[config.mk]
export PLATFORM = sky130hd
export DESIGN_NAME = demux_tdm_1bit_flat
export DESIGN_NICKNAME = d
export VERILOG_FILES = /design/src/rtl/demux_tdm_1bit_if.sv /design/src/rtl/demux_tdm_1bit.sv /design/src/flat_wrapper.sv
export SDC_FILE = /design/constraint.sdc
export NUM_CORES = 1
export LEC_CHECK = 0
export ABC_CLOCK_PERIOD_IN_PS = 2100
export CORE_UTILIZATION = 52
export CTS_CLUSTER_DIAMETER = 120
export DETAILED_ROUTE_END_ITERATION = 7
export HOLD_SLACK_MARGIN = 0.03
export PLACE_DENSITY = 0.75
export SLEW_MARGIN = 15
export SYNTH_ARGS = -nofsm -noshare
export SYNTH_HDL_FRONTEND = slang
export SYNTH_SLANG_ARGS = --single-unit
[constraint.sdc]
create_clock -name clk -period 2.1 [get_ports clk]
set_input_delay 0.63 -clock clk [delete_from_list [all_inputs] [get_ports clk]]
set_output_delay 0.63 -clock clk [all_outputs]
set_load 0.02 [all_outputs]
[src/rtl/demux_tdm_1bit_if.sv]
// ============================================================================
// Module   : demux_tdm_1bit_if
// Brief    : Bus bundle for the 1-bit TDM demultiplexer (serial in, frame out).
// Revision : 1.0 - initial release
// ============================================================================
`default_nettype none

interface demux_tdm_1bit_if #(
  parameter int OUTS = 16
) ();
  localparam int SW = $clog2(OUTS);

  logic            din;
  logic            din_valid;
  logic            sync;
  logic [OUTS-1:0] f;
  logic            frame_valid;
  logic [SW-1:0]   ch;
  logic            locked;
  logic            sync_err;

  modport master (
    output din, din_valid, sync,
    input  f, frame_valid, ch, locked, sync_err
  );

  modport slave (
    input  din, din_valid, sync,
    output f, frame_valid, ch, locked, sync_err
  );
endinterface

`default_nettype wire

[src/rtl/demux_tdm_1bit.sv]
// ============================================================================
// Module   : demux_tdm_1bit
// Brief    : Serial 1-bit TDM stream to OUTS-wide parallel frame. Optional
//            sync hunting is enabled by defining DEMUX_TDM_HUNT_EN.
// Revision : 1.0 - initial release
// ============================================================================
`default_nettype none

module demux_tdm_1bit #(
  parameter int OUTS = 16
) (
  input  logic                clk,
  input  logic                reset,
  demux_tdm_1bit_if.slave     bus
);

  localparam int SW = $clog2(OUTS);

  localparam logic [0:0]    HUNT    = 1'b0;
  localparam logic [0:0]    LOCK    = 1'b1;
  localparam logic [SW-1:0] LAST_CH = SW'(OUTS - 1);

`ifdef DEMUX_TDM_HUNT_EN
  localparam bit         HUNT_EN   = 1'b1;
  localparam logic [0:0] RST_STATE = HUNT;
`else
  localparam bit         HUNT_EN   = 1'b0;
  localparam logic [0:0] RST_STATE = LOCK;
`endif

  logic [0:0]      state_q, state_d;
  logic [OUTS-1:0] work_q,  work_d;
  logic [OUTS-1:0] f_q,     f_d;
  logic [SW-1:0]   ch_q,    ch_d;
  logic            fv_q,    fv_d;
  logic            se_q,    se_d;

  logic            hunting;
  logic            realign;

  assign hunting = HUNT_EN && (state_q == HUNT);
  // Sync at channel 0 while locked is ordinary alignment, not a restart.
  assign realign = bus.sync && (hunting || (ch_q != '0));

  always_comb begin
    state_d = state_q;
    work_d  = work_q;
    f_d     = f_q;
    ch_d    = ch_q;
    fv_d    = 1'b0;
    se_d    = 1'b0;
    if (bus.din_valid) begin
      if (realign) begin
        work_d    = '0;
        work_d[0] = bus.din;
        ch_d      = SW'(1);
        state_d   = LOCK;
        se_d      = !hunting;
      end else if (!hunting) begin
        for (int k = 0; k < OUTS; k++) begin
          if (ch_q == SW'(k)) begin
            work_d[k] = bus.din;
          end
        end
        if (ch_q == LAST_CH) begin
          f_d         = work_q;
          f_d[OUTS-1] = bus.din;
          fv_d        = 1'b1;
          ch_d        = '0;
        end else begin
          ch_d = ch_q + SW'(1);
        end
      end
    end
  end

  always_ff @(posedge clk or posedge reset) begin
    if (reset) begin
      state_q <= RST_STATE;
      work_q  <= '0;
      f_q     <= '0;
      ch_q    <= '0;
      fv_q    <= 1'b0;
      se_q    <= 1'b0;
    end else begin
      state_q <= state_d;
      work_q  <= work_d;
      f_q     <= f_d;
      ch_q    <= ch_d;
      fv_q    <= fv_d;
      se_q    <= se_d;
    end
  end

  assign bus.f           = f_q;
  assign bus.frame_valid = fv_q;
  assign bus.ch          = ch_q;
  assign bus.locked      = (state_q == LOCK);
  assign bus.sync_err    = se_q;

endmodule

`default_nettype wire

[src/flat_wrapper.sv]
// flat-port wrapper written by rule: the top's interface ports become plain ports
module demux_tdm_1bit_flat 
#(
  parameter int OUTS = 16
)
  (clk, reset, bus_din, bus_din_valid, bus_sync, bus_f, bus_frame_valid, bus_ch, bus_locked, bus_sync_err);
  demux_tdm_1bit_if #(.OUTS(OUTS)) bus_i ();
  input  logic clk;
  input  logic reset;
  input wire logic [$bits(bus_i.din)-1:0] bus_din;
  input wire logic [$bits(bus_i.din_valid)-1:0] bus_din_valid;
  input wire logic [$bits(bus_i.sync)-1:0] bus_sync;
  output wire logic [$bits(bus_i.f)-1:0] bus_f;
  output wire logic [$bits(bus_i.frame_valid)-1:0] bus_frame_valid;
  output wire logic [$bits(bus_i.ch)-1:0] bus_ch;
  output wire logic [$bits(bus_i.locked)-1:0] bus_locked;
  output wire logic [$bits(bus_i.sync_err)-1:0] bus_sync_err;
  assign bus_i.din = bus_din;
  assign bus_i.din_valid = bus_din_valid;
  assign bus_i.sync = bus_sync;
  assign bus_f = bus_i.f;
  assign bus_frame_valid = bus_i.frame_valid;
  assign bus_ch = bus_i.ch;
  assign bus_locked = bus_i.locked;
  assign bus_sync_err = bus_i.sync_err;
  demux_tdm_1bit #(.OUTS(OUTS)) u_core (.clk(clk), .reset(reset), .bus(bus_i));
endmodule
---- Yosys cells after proc, flatten, opt, wreduce, memory -nomap -nowiden ----
Index checks and enable logic that the tools add are counted.
Widths: inputs -> output; s select.
storage, ports and cells
  output and inout bits ................... 23
  register bits ........................... 37
operators by class
  equality and inequality tests ........... 15
  reduce and logical (&&, ||, !) cells .... 34
  mux-type cells .......................... 23
  bitwise gates (word level) .............. 1
  add/sub/neg operators ................... 1
operator list
  operator             count
  $eq 4x4->1 const B   8
  $reduce_and 2->1     15
  $reduce_bool 2->1    15
  $mux 1               20
  $eq 4x3->1 const B   4
  $mux 15              1
  $eq 4x2->1 const B   2
  $mux 4               2
  $add 4x1->4 const B  1
  $eq 4x1->1 const B   1
  $logic_not 4->1      1
  $reduce_bool 4->1    1
  $reduce_and 3->1     1
  $logic_and 1x1->1    1
  $not 1->1            1

---- Logic depth before layout (Yosys ltp) ----
  depth after elaboration ................. 4
  mapped depth ............................ 7

---- Worst setup path after synthesis ----
Ideal clock, no wire load.
  path kind ............................... register -> register
  start point ............................. register u_core.ch_q[0] (netlist: u_core.bus.ch[0])
  end point ............................... register u_core.f_q[0] (netlist: u_core.bus.f[0])
  path slack .............................. 0.190 ns
  clock period less this slack ............ 1.910 ns
  cell stages (with the launch flop) ...... 6
  buffers on the path ..................... 1
  required time ........................... 1.975 ns
  setup time .............................. 0.125 ns
  arrival ................................. 1.785 ns
  path through ............................ dfrtp_1 -> ha_1 -> nand2_1 -> nor3_4 -> buf_12 -> mux2_4
on the way
  cells in the longest elaborated chain, start to end .. 4
ends and longest elaborated chain
  what                          line                  RTL
  from (decl)                   demux_tdm_1bit.sv:34  logic [SW-1:0] ch_q, ch_d;
  from (signal assigned)        demux_tdm_1bit.sv:89  ch_q <= ch_d;
  $reduce_bool 4->1             demux_tdm_1bit.sv:43  assign realign = bus.sync && (hunting || (ch_q != '0));
  $logic_and 1x1->1             demux_tdm_1bit.sv:43
  $not 1->1 (no line)           n/a
  $reduce_and 3->1 (no line) *  n/a
  to (signal assigned)          demux_tdm_1bit.sv:81  f_q <= '0;
  to (signal assigned)          demux_tdm_1bit.sv:88  f_q <= f_d;
  to (decl)                     demux_tdm_1bit.sv:33  logic [OUTS-1:0] f_q, f_d;
Mark *: on every way between the ends. The rest lies on a longest branch, timed or not.
A chain may end at the register's enable or synchronous reset.

---- Final worst setup path ----
  start point ............................. register u_core.f_q[3] (netlist: u_core.bus.f[3])
  end point ............................... output port bus_f[3]
RTL lines
  what       line                RTL
  to (decl)  flat_wrapper.sv:13  output wire logic [$bits(bus_i.f)-1:0] bus_f;
No word-level cell between the ends.

==> impl_metrics.env <==
export IMPL_min_path_type="reg2reg"
export IMPL_p_seq_share_pct=46.4
export IMPL_power_density_nw_per_um2=873.3
export IMPL_drv_cap=0
export IMPL_finalMaxSlewViolations=0
export IMPL_p_int_mw=1.224
export IMPL_layout_min_cycle_time_ns=1.963
export IMPL_vdd_drop_max_uv=726.3
export IMPL_hpwl_um=2492
export IMPL_setup_slack_ns=0.1366
export IMPL_grt_overflow=0
export IMPL_synthTopCellsByArea="dfrtp_1 (54%), mux2_4 (7.0%), mux2_2 (5.9%), ha_1 (4.4%), nand2_1 (3.3%)"
export IMPL_switching_share_pct=35.34
export IMPL_cts_root_buf="clkbuf_4"
export IMPL_timing_hold_violations_final=0
export IMPL_drc=0
export IMPL_worstSetupEndpointType="primary output"
export IMPL_antenna_found_initial=0
export IMPL_routedWlPerCell_um=15.66
export IMPL_numClockSinks=37
export IMPL_power_switching_mw=0.6688
export IMPL_crit_type="reg2out"
export IMPL_yosysTopAreaCell="dfrtp_1"
export IMPL_cpLargestDelayFamily="buffers and inverters"
export IMPL_cts_tree="built"
export IMPL_ios=28
export IMPL_dieWidth_um=59.42
export IMPL_fillCellCount=248
export IMPL_drt_iter0_drc=22
export IMPL_async_reset_ff_share_pct=100.0
export IMPL_skew_ns=0.005135
export IMPL_arrival_ns=1.33
export IMPL_fmax_mhz=509.3
export IMPL_yosys_warnings=0
export IMPL_rsz0062_at_grt="false"
export IMPL_synth_flop_cell="dfrtp_1"
export IMPL_ys_ff_latch=37
export IMPL_cp_required_ns=1.47
export IMPL_num_antenna_cells=0
export IMPL_clk_path_buf_depth=2
export IMPL_ant_nets=0
export IMPL_area_growth_syn_to_layout_pct=26.42
export IMPL_cts_hold_buf=0
export IMPL_cpPeakStageDelay_ns=0.61
export IMPL_setup_viol=0
export IMPL_finalCritPeriodShare_pct=93.49
export IMPL_ys_types=32
export IMPL_cp_max_fo=2
export IMPL_crit_slowest_cell="clkdlybuf4s50_1"
export IMPL_finalNonFillerCells=227
export IMPL_avgSynthCellArea_um2=12.33
export IMPL_path_clk_slew_ns=0.11
export IMPL_syn_nets=150
export IMPL_grt_pass1_wl_um=6009
export IMPL_cp_start_kind="flip-flop"
export IMPL_gp_congestion=0.9001
export IMPL_grt_use_total_pct=23.36
export IMPL_grt_pass1_vias=1297
export IMPL_clk_latency_ns=0.34
export IMPL_coreArea_um2=3078
export IMPL_cp_cell_sequence="clkdlybuf4s50_1"
export IMPL_htree_num_levels=2
export IMPL_ys_seq_area_share_pct=54.01
export IMPL_routed_wl_um=3555
export IMPL_via_per_inst=5.524
export IMPL_core_rowCount=20
export IMPL_layout_drive_gt1_share_pct=26.78
export IMPL_status="completed"
export IMPL_initial_core_util_pct=55.69
export IMPL_place_ws_ns=-0.01230
export IMPL_dieArea_um2=3530
export IMPL_drt_pass1_iter_count=4
export IMPL_syn_cell_area_um2=1714
export IMPL_synth_cells=139
export IMPL_numCtsBuffers=5
export IMPL_p_leak_nw=0.9942
export IMPL_grt_max_degree=38
export IMPL_dp_cells=216
export IMPL_num_vias=1254
export IMPL_crit_buf_inv=1
export IMPL_fin_nets=193
export IMPL_pwr_share_comb_pct=34.4
export IMPL_finalSetupTns_ns=0
export IMPL_port_buffers=26
export IMPL_clock_power_share_pct=19.2
export IMPL_synth_top_area_share_pct=54.01
export IMPL_fp_dieH_um=59.42
export IMPL_synth_edf_count=0
-- power by group through the flow --
stage	clock network [mW]	logic (mW)	registers (mW)
3_5_place_dp	0	0.637	0.889
6_report	0.364	0.650	0.879
5_1_grt	0.394	0.712	0.891
3_3_place_gp	0	0.616	0.883
4_1_cts	0.369	0.631	0.874
2_1_floorplan	0	0.327	0.934
-- synth_stat cells (2+ instances only) --
master and number:
a211oi_1 2, o32ai_1 3, mux2_2 9, buf_4 2, buf_2 2, nand4_1 3, ha_1 6, a32o_1 3
clkbuf_1 4, nand2_1 15, o22ai_1 8, mux2_4 8, dfrtp_1 37, o21ai_0 5, nand2b_1 4, inv_1 6
a21o_1 3, nand4b_1 5
-- placed cells by master (no fill, tap or decap), types with 8 or more instances in the layout --
master            n
o22ai_1           8
buf_4            18
clkdlybuf4s50_1  24
nand2_1          15
mux2_4            8
mux2_2            9
dfrtp_1          35
-- state kept, by name, indices dropped and copies added, names as in the netlist --
signal and flops:
u_core.bus.frame_valid 1, u_core.bus.sync_err 1, u_core.bus.f 16, u_core.work_q 15, u_core.bus.ch 4
-- area by class of cell --
class	count	area, um2	share of cell area [%]
flip-flops and latches	37	928.4	42.84
multi-input cells	87	708.2	32.68
repair buffers	45	397.9	18.36
well taps	44	55.05	2.540
clock buffers	6	41.29	1.905
inverters	6	26.28	1.212
clock inverters	2	10.01	0.4619
-- kinds of logic after synthesis --
kind of cell	Yosys count	share of synthesized area (%)
flip-flops	37	54.01
multiplexers	17	12.92
AO/OA/AOI/OAI	28	11.68
adder cells (fa/ha/maj)	6	4.379
buffers and inverters	15	4.817
other	1	0.2188
AND/OR/NAND/NOR	35	11.97
-- metrics by stage --
stage                     power [mW]  instance area (um2)  hold WS, ns  utilization [%]
final                          1.893                 2167       0.5139            70.41
after global routing           1.997                 2167       0.5369            70.41
after CTS                      1.874                 2138       0.5164            69.47
after detailed placement       1.526                 2090       0.4942            67.89
after floorplan                1.262                 1714       0.4728                -
after global placement         1.499                 2090       0.4850            67.89
-- path summary, 6_finish.rpt --
path / slack, ns / depth (start not counted) / startpoint / endpoint
max in group asynchronous: 1.08 / 3 / reset / u_core.bus.ch[0]$_DFFE_PP0P_
worst min-delay path: 0.51 / 1 / u_core.bus.f[14]$_DFFE_PP0P_ / u_core.bus.f[14]$_DFFE_PP0P_
worst min register to register: 0.51 / 1 / u_core.bus.f[14]$_DFFE_PP0P_ / u_core.bus.f[14]$_DFFE_PP0P_
worst max register to register: 0.15 / 7 / u_core.bus.ch[1]$_DFFE_PP0P_ / u_core.bus.sync_err$_DFF_PP0_
min in group asynchronous: 0.68 / 3 / reset / u_core.bus.f[4]$_DFFE_PP0P_
worst max-delay path: 0.14 / 1 / u_core.bus.f[3]$_DFFE_PP0P_ / bus_f[3]
-- layer usage --
metal / global-route usage [%] / part of all wire, % / up-vias
met1: 31.20 / 44 / 620
met2: 36.60 / 49 / 40
met3: 6.332 / 5.3 / 8
li1: - / - / 586
met4: 8.163 / 1.6 / 0
met5: 0 / 0 / -
-- what timing repair did --
action,CTS,global route
resized for setup,2,4
hold endpoints to repair,0,0
cloned,0,0
endpoints found under the setup margin,2,1
setup buffers,0,3
Note: power is estimated with default switching activity, not from simulation.
==> patch 1: new RTL, config.mk and constraints unchanged <==
`OUTS` is set to 16 in 3 places; all go to 64.
--- a/src/rtl/demux_tdm_1bit_if.sv
+++ b/src/rtl/demux_tdm_1bit_if.sv
@@ -6,7 +6,7 @@
 `default_nettype none
 
 interface demux_tdm_1bit_if #(
-  parameter int OUTS = 16
+  parameter int OUTS = 64
 ) ();
   localparam int SW = $clog2(OUTS);
 
--- a/src/rtl/demux_tdm_1bit.sv
+++ b/src/rtl/demux_tdm_1bit.sv
@@ -7,7 +7,7 @@
 `default_nettype none
 
 module demux_tdm_1bit #(
-  parameter int OUTS = 16
+  parameter int OUTS = 64
 ) (
   input  logic                clk,
   input  logic                reset,
--- a/src/flat_wrapper.sv
+++ b/src/flat_wrapper.sv
@@ -1,7 +1,7 @@
 // flat-port wrapper written by rule: the top's interface ports become plain ports
 module demux_tdm_1bit_flat 
 #(
-  parameter int OUTS = 16
+  parameter int OUTS = 64
 )
   (clk, reset, bus_din, bus_din_valid, bus_sync, bus_f, bus_frame_valid, bus_ch, bus_locked, bus_sync_err);
   demux_tdm_1bit_if #(.OUTS(OUTS)) bus_i ();
Ports: changed (resized bus_ch and bus_f); port bits go from 28 to 78. The function was not compared with the original's and may differ.
==> patch 1 against the unedited design <==
- clock skew increased by 0.0035 ns
- sequential cell count increased by 98
- sequential share of layout area increased by 5.0 points
- highest routed layer unchanged
- synthesized area increased to 3.2 times the old value
- power increased to 3.6 times the old value
- routed wire length increased to 3.7 times the old value
- first-iteration DRC count increased to 18 times the old value
- setup slack got worse by 0.10 ns
- via count increased to 3.3 times the old value
- design area increased to 3.3 times the old value
- non-clock buffer count increased by 65
==> patch 1: results (changes against the unedited design) <==
status=finished clean; gpl congestion=0.8669 (-3.7%); fin util=0.6910 (-0.01310); Commonest cells post-synth=dfrtp_1, o21ai_0, o22ai_1, mux2_2, clkbuf_1; routing usage on met2=0.3851 (+0.01908); DR WL met3=872 um (+370%); met1 Use GR=0.3509 (+0.03891); Synth Area in Adders=0.009179 (-0.03462); TritonRoute pass-1 iters=5 (+1); PostCTS Resize Cnt=71 (+69); Leak=3.562 nW (+260%); Multi-input gate area=1861 um^2 (+160%); P_comb=870 uW (+34%); WL per Instance=19.68 um (+26%); CTS buffer count=17 (+12); register share of the cell area=0.4781 (+0.04965); Final clock-cell share=0.09044 (+0.06677); Inst Count DP=636 (+190%); max FFs per register=64 (+48); Root Driver=clkbuf_8; Avg Inst Size Synth=12.74 um^2 (+3.3%); Worst EP arrival=1.43 ns (+0.10 ns); metal2 WL=6355 um (+260%); Seq pwr share=0.406 (-0.058); Max Clock Skew=0.008630 ns (+0.003495 ns); PortBufs=76 (+190%); dpl hpwl=8071 um (+220%); clkbuf count=18 (+12); number of global-route vias before repair=3952 (+200%); layout cells sized above 1=0.2519 (-0.01588)
patch 1: worst paths after layout:
kind                                                  start                       endpoint  slack [ns]  cells after the start
setup / recovery           u_core.bus.frame_valid$_DFF_PP0_                bus_frame_valid        0.04                      1
hold / removal                 u_core.bus.f[14]$_DFFE_PP0P_   u_core.bus.f[14]$_DFFE_PP0P_        0.49                      1
setup reg to reg               u_core.bus.ch[1]$_DFFE_PP0P_  u_core.work_q[12]$_DFFE_PP0P_        0.09                      6
hold reg to reg                u_core.bus.f[14]$_DFFE_PP0P_   u_core.bus.f[14]$_DFFE_PP0P_        0.49                      1
max in group asynchronous                             reset  u_core.work_q[11]$_DFFE_PP0P_        1.19                      3
min in group asynchronous                             reset   u_core.bus.f[44]$_DFFE_PP0P_        0.57                      3
patch 1: cell families after synthesis:
kind of cell | after synthesis
other | 1
buffers and inverters | 44
XOR/XNOR | 1
flip-flops | 135
AO/OA/AOI/OAI | 140
multiplexers | 64
adder cells (fa/ha/maj) | 4
AND/OR/NAND/NOR | 39
==> patch 2: new RTL, config.mk and constraints unchanged <==
Made on the original files. Make the reset (`reset`) synchronous in one clocked block.
--- a/src/rtl/demux_tdm_1bit.sv
+++ b/src/rtl/demux_tdm_1bit.sv
@@ -74,7 +74,7 @@
     end
   end
 
-  always_ff @(posedge clk or posedge reset) begin
+  always_ff @(posedge clk) begin
     if (reset) begin
       state_q <= RST_STATE;
       work_q  <= '0;
Check against the original RTL: differs if reset is asserted again (counterexample within 4 cycles, from zero or initial values and one cycle with reset high); with reset held inactive, the same outputs for 10 cycles.
==> patch 2 against the unedited design <==
- synthesized cell count grew 49%
- non-clock buffer count shrank 4
- via count grew 21%
- synthesized area grew 1.2%
- core utilization shrank 0.16 points
- routed wire length grew 4.8%
- sequential cell count is the same
- sequential share of layout area shrank 8.8 points
- register-to-register slack gained 0.20 ns
- setup slack lost 0.079 ns
- design area grew 0.58%
- critical path type unchanged
- highest routed layer unchanged
Power is not compared: it rests on default switching activity, and its combinational part moved more than twofold at a synthesized area within 25%.
==> patch 2: results (changes against the unedited design) <==
Syn Nets=219 (+46%); gpl congestion=0.8432 (-6.3%); status=finished clean; Max Clock Skew=0.009345 ns (+0.004210 ns); Worst R2R Path Depth=6 (-1); reg2reg start=u_core.bus.ch[1]$_SDFFE_PP0P_; synth unique cells=34 (+6.3%); Worst EP arrival=1.41 ns (+0.08 ns); DRT iter0 DRCs=71 (+220%); worst-skew pair later-pin latency=0.34 ns (about the same); TritonRoute pass-1 iters=4 (unchanged); Total Routing Usage GR=0.2265 (-0.007178); Post-synth ARST share=0 (-1.000); top cells by area, synth=dfxtp_1, a21oi_1, nand2_1; Hold WC Path Type=reg -> reg; WHS Path Cells=2 (+1); clock-pin slew on the worst setup and hold paths=0.12 ns; Clock Sinks=37 (unchanged); HP Start=u_core.bus.f[5]$_SDFFE_PP0P_; Reg2Reg Setup Slack=0.35 ns (+0.20 ns); Hold Path End=u_core.bus.f[5]$_SDFFE_PP0P_; Inst Count DP=278 (+29%); Int Power=1.030 mW; dpl hpwl=2654 um (+6.5%); layout cells sized above 1=0.1157 (-0.1521); PostCTS Resize Cnt=2 (unchanged); Leak=0.8408 nW; antenna violations before repair=0 (unchanged); delay-heaviest family, CP=buffers and inverters; n_diodes=0 (unchanged); max FFs per register=16 (unchanged); H-tree depth=2 (unchanged); Vias/cell=5.297 (-4.1%); Commonest cells post-synth=nand2_1, dfxtp_1, a21oi_1, nand2b_1, o21ai_0; Layout Nets=253 (+31%); part of the Yosys area used for sequential elements=0.4271 (-0.1130); CTS buffer count=5 (unchanged); Root Driver=clkbuf_4; CP max-delay cell=clkdlybuf4s50_1; largest net degree at the start of global routing=25 (-34%); Setup Fix Bufs, Post-CTS=0 (unchanged); PortBufs=26 (unchanged); CTS Buffer Depth=2 (unchanged); synth warn=0 (unchanged); worst r2r dst=u_core.work_q[1]$_SDFFE_PP0P_; Avg Inst Size Synth=8.378 um^2 (-32%); Detailed Route WL=3726 um (+4.8%); CP max stage delay=0.64 ns (+0.03 ns); crit-path max FO=9 (+7); maximum VDD drop=0.4204 mV; first-pass GRT wire length=6072 um (+1.0%); number of global-route vias before repair=1372 (+5.8%); fin cells=286 (+26%)
==> patch 2: changes by cell type after synthesis, moves of 10 or more <==
cell      before  now
mux2i_1        0   10
dfrtp_1       37    0
a21oi_1        1   31
dfxtp_1        0   37
nand2b_1       4   15
nand2_1       15   38
==> patch 2: metal layers <==
| layer | track usage | wire length [um] |
|---|---|---|
| met1 | 0.2921 | 1697 |
| met2 | 0.3794 | 1824 |
| met3 | 0.03896 | 159 |
| met4 | 0.07973 | 44 |
| met5 | 0 | 0 |
==> patch 2: worst max-delay path by stage <==
stage / from / end / slack [ns] / depth (start not counted)
global route: u_core.bus.ch[0]$_SDFFE_PP0P_ / bus_ch[0] / 0.004 / 1
CTS: u_core.bus.ch[0]$_SDFFE_PP0P_ / bus_ch[0] / 0.04 / 1
global placement: bus_din_valid / u_core.work_q[7]$_SDFFE_PP0P_ / -0.08 / 6
detailed placement: bus_din_valid / u_core.work_q[6]$_SDFFE_PP0P_ / -0.14 / 6
floorplan: u_core.bus.ch[0]$_SDFFE_PP0P_ / u_core.bus.f[10]$_SDFFE_PP0P_ / 0.31 / 6
finish: u_core.bus.ch[0]$_SDFFE_PP0P_ / bus_ch[0] / 0.06 / 1
==> patch 2: power groups by stage <==
stage                     clock network, mW  registers [mW]  logic [mW]
after floorplan                           0           0.743      0.0934
after global placement                    0           0.740       0.142
after detailed placement                  0           0.741       0.145
after CTS                             0.507           0.725       0.145
after global routing                  0.534           0.728       0.160
final                                 0.498           0.725       0.146
==> patch 2: through the flow <==
| stage | hold WS, ns | worst slack [ns] | cell area, um^2 | util |
|---|---|---|---|---|
| 6_report | 0.4606 | 0.05772 | 2180 | 0.7024 |
| 5_1_grt | 0.4797 | 0.004312 | 2180 | 0.7024 |
| 4_1_cts | 0.4637 | 0.03856 | 2180 | 0.7024 |
| 3_5_place_dp | 0.4465 | -0.1437 | 2096 | 0.6754 |
| 3_3_place_gp | 0.4422 | -0.07944 | 2096 | 0.6754 |
| 2_1_floorplan | 0.4316 | 0.3149 | 1734 | - |
==> patch 2: cell type report <==
cell class / count / area, um^2
Multi-Input combinational cell: 153 / 915.9
Sequential cell: 37 / 742.0
Clock buffer: 5 / 37.54
Tap cell: 44 / 55.05
Fill cell: 263 / 923.4
Inverter: 3 / 11.26
Clock inverter: 3 / 46.29
Timing Repair Buffer: 41 / 371.6
==> patch 2: cells by family (layout without fill, tap and decap cells) <==
group	after synthesis	count (layout)	synth area share
other	1	1	0.002162
adder cells (fa/ha/maj)	7	7	0.05050
XOR/XNOR	1	1	0.005051
buffers and inverters	17	52	0.04474
flip-flops	37	37	0.4271
AND/OR/NAND/NOR	81	81	0.2417
multiplexers	11	11	0.06422
AO/OA/AOI/OAI	52	52	0.1645
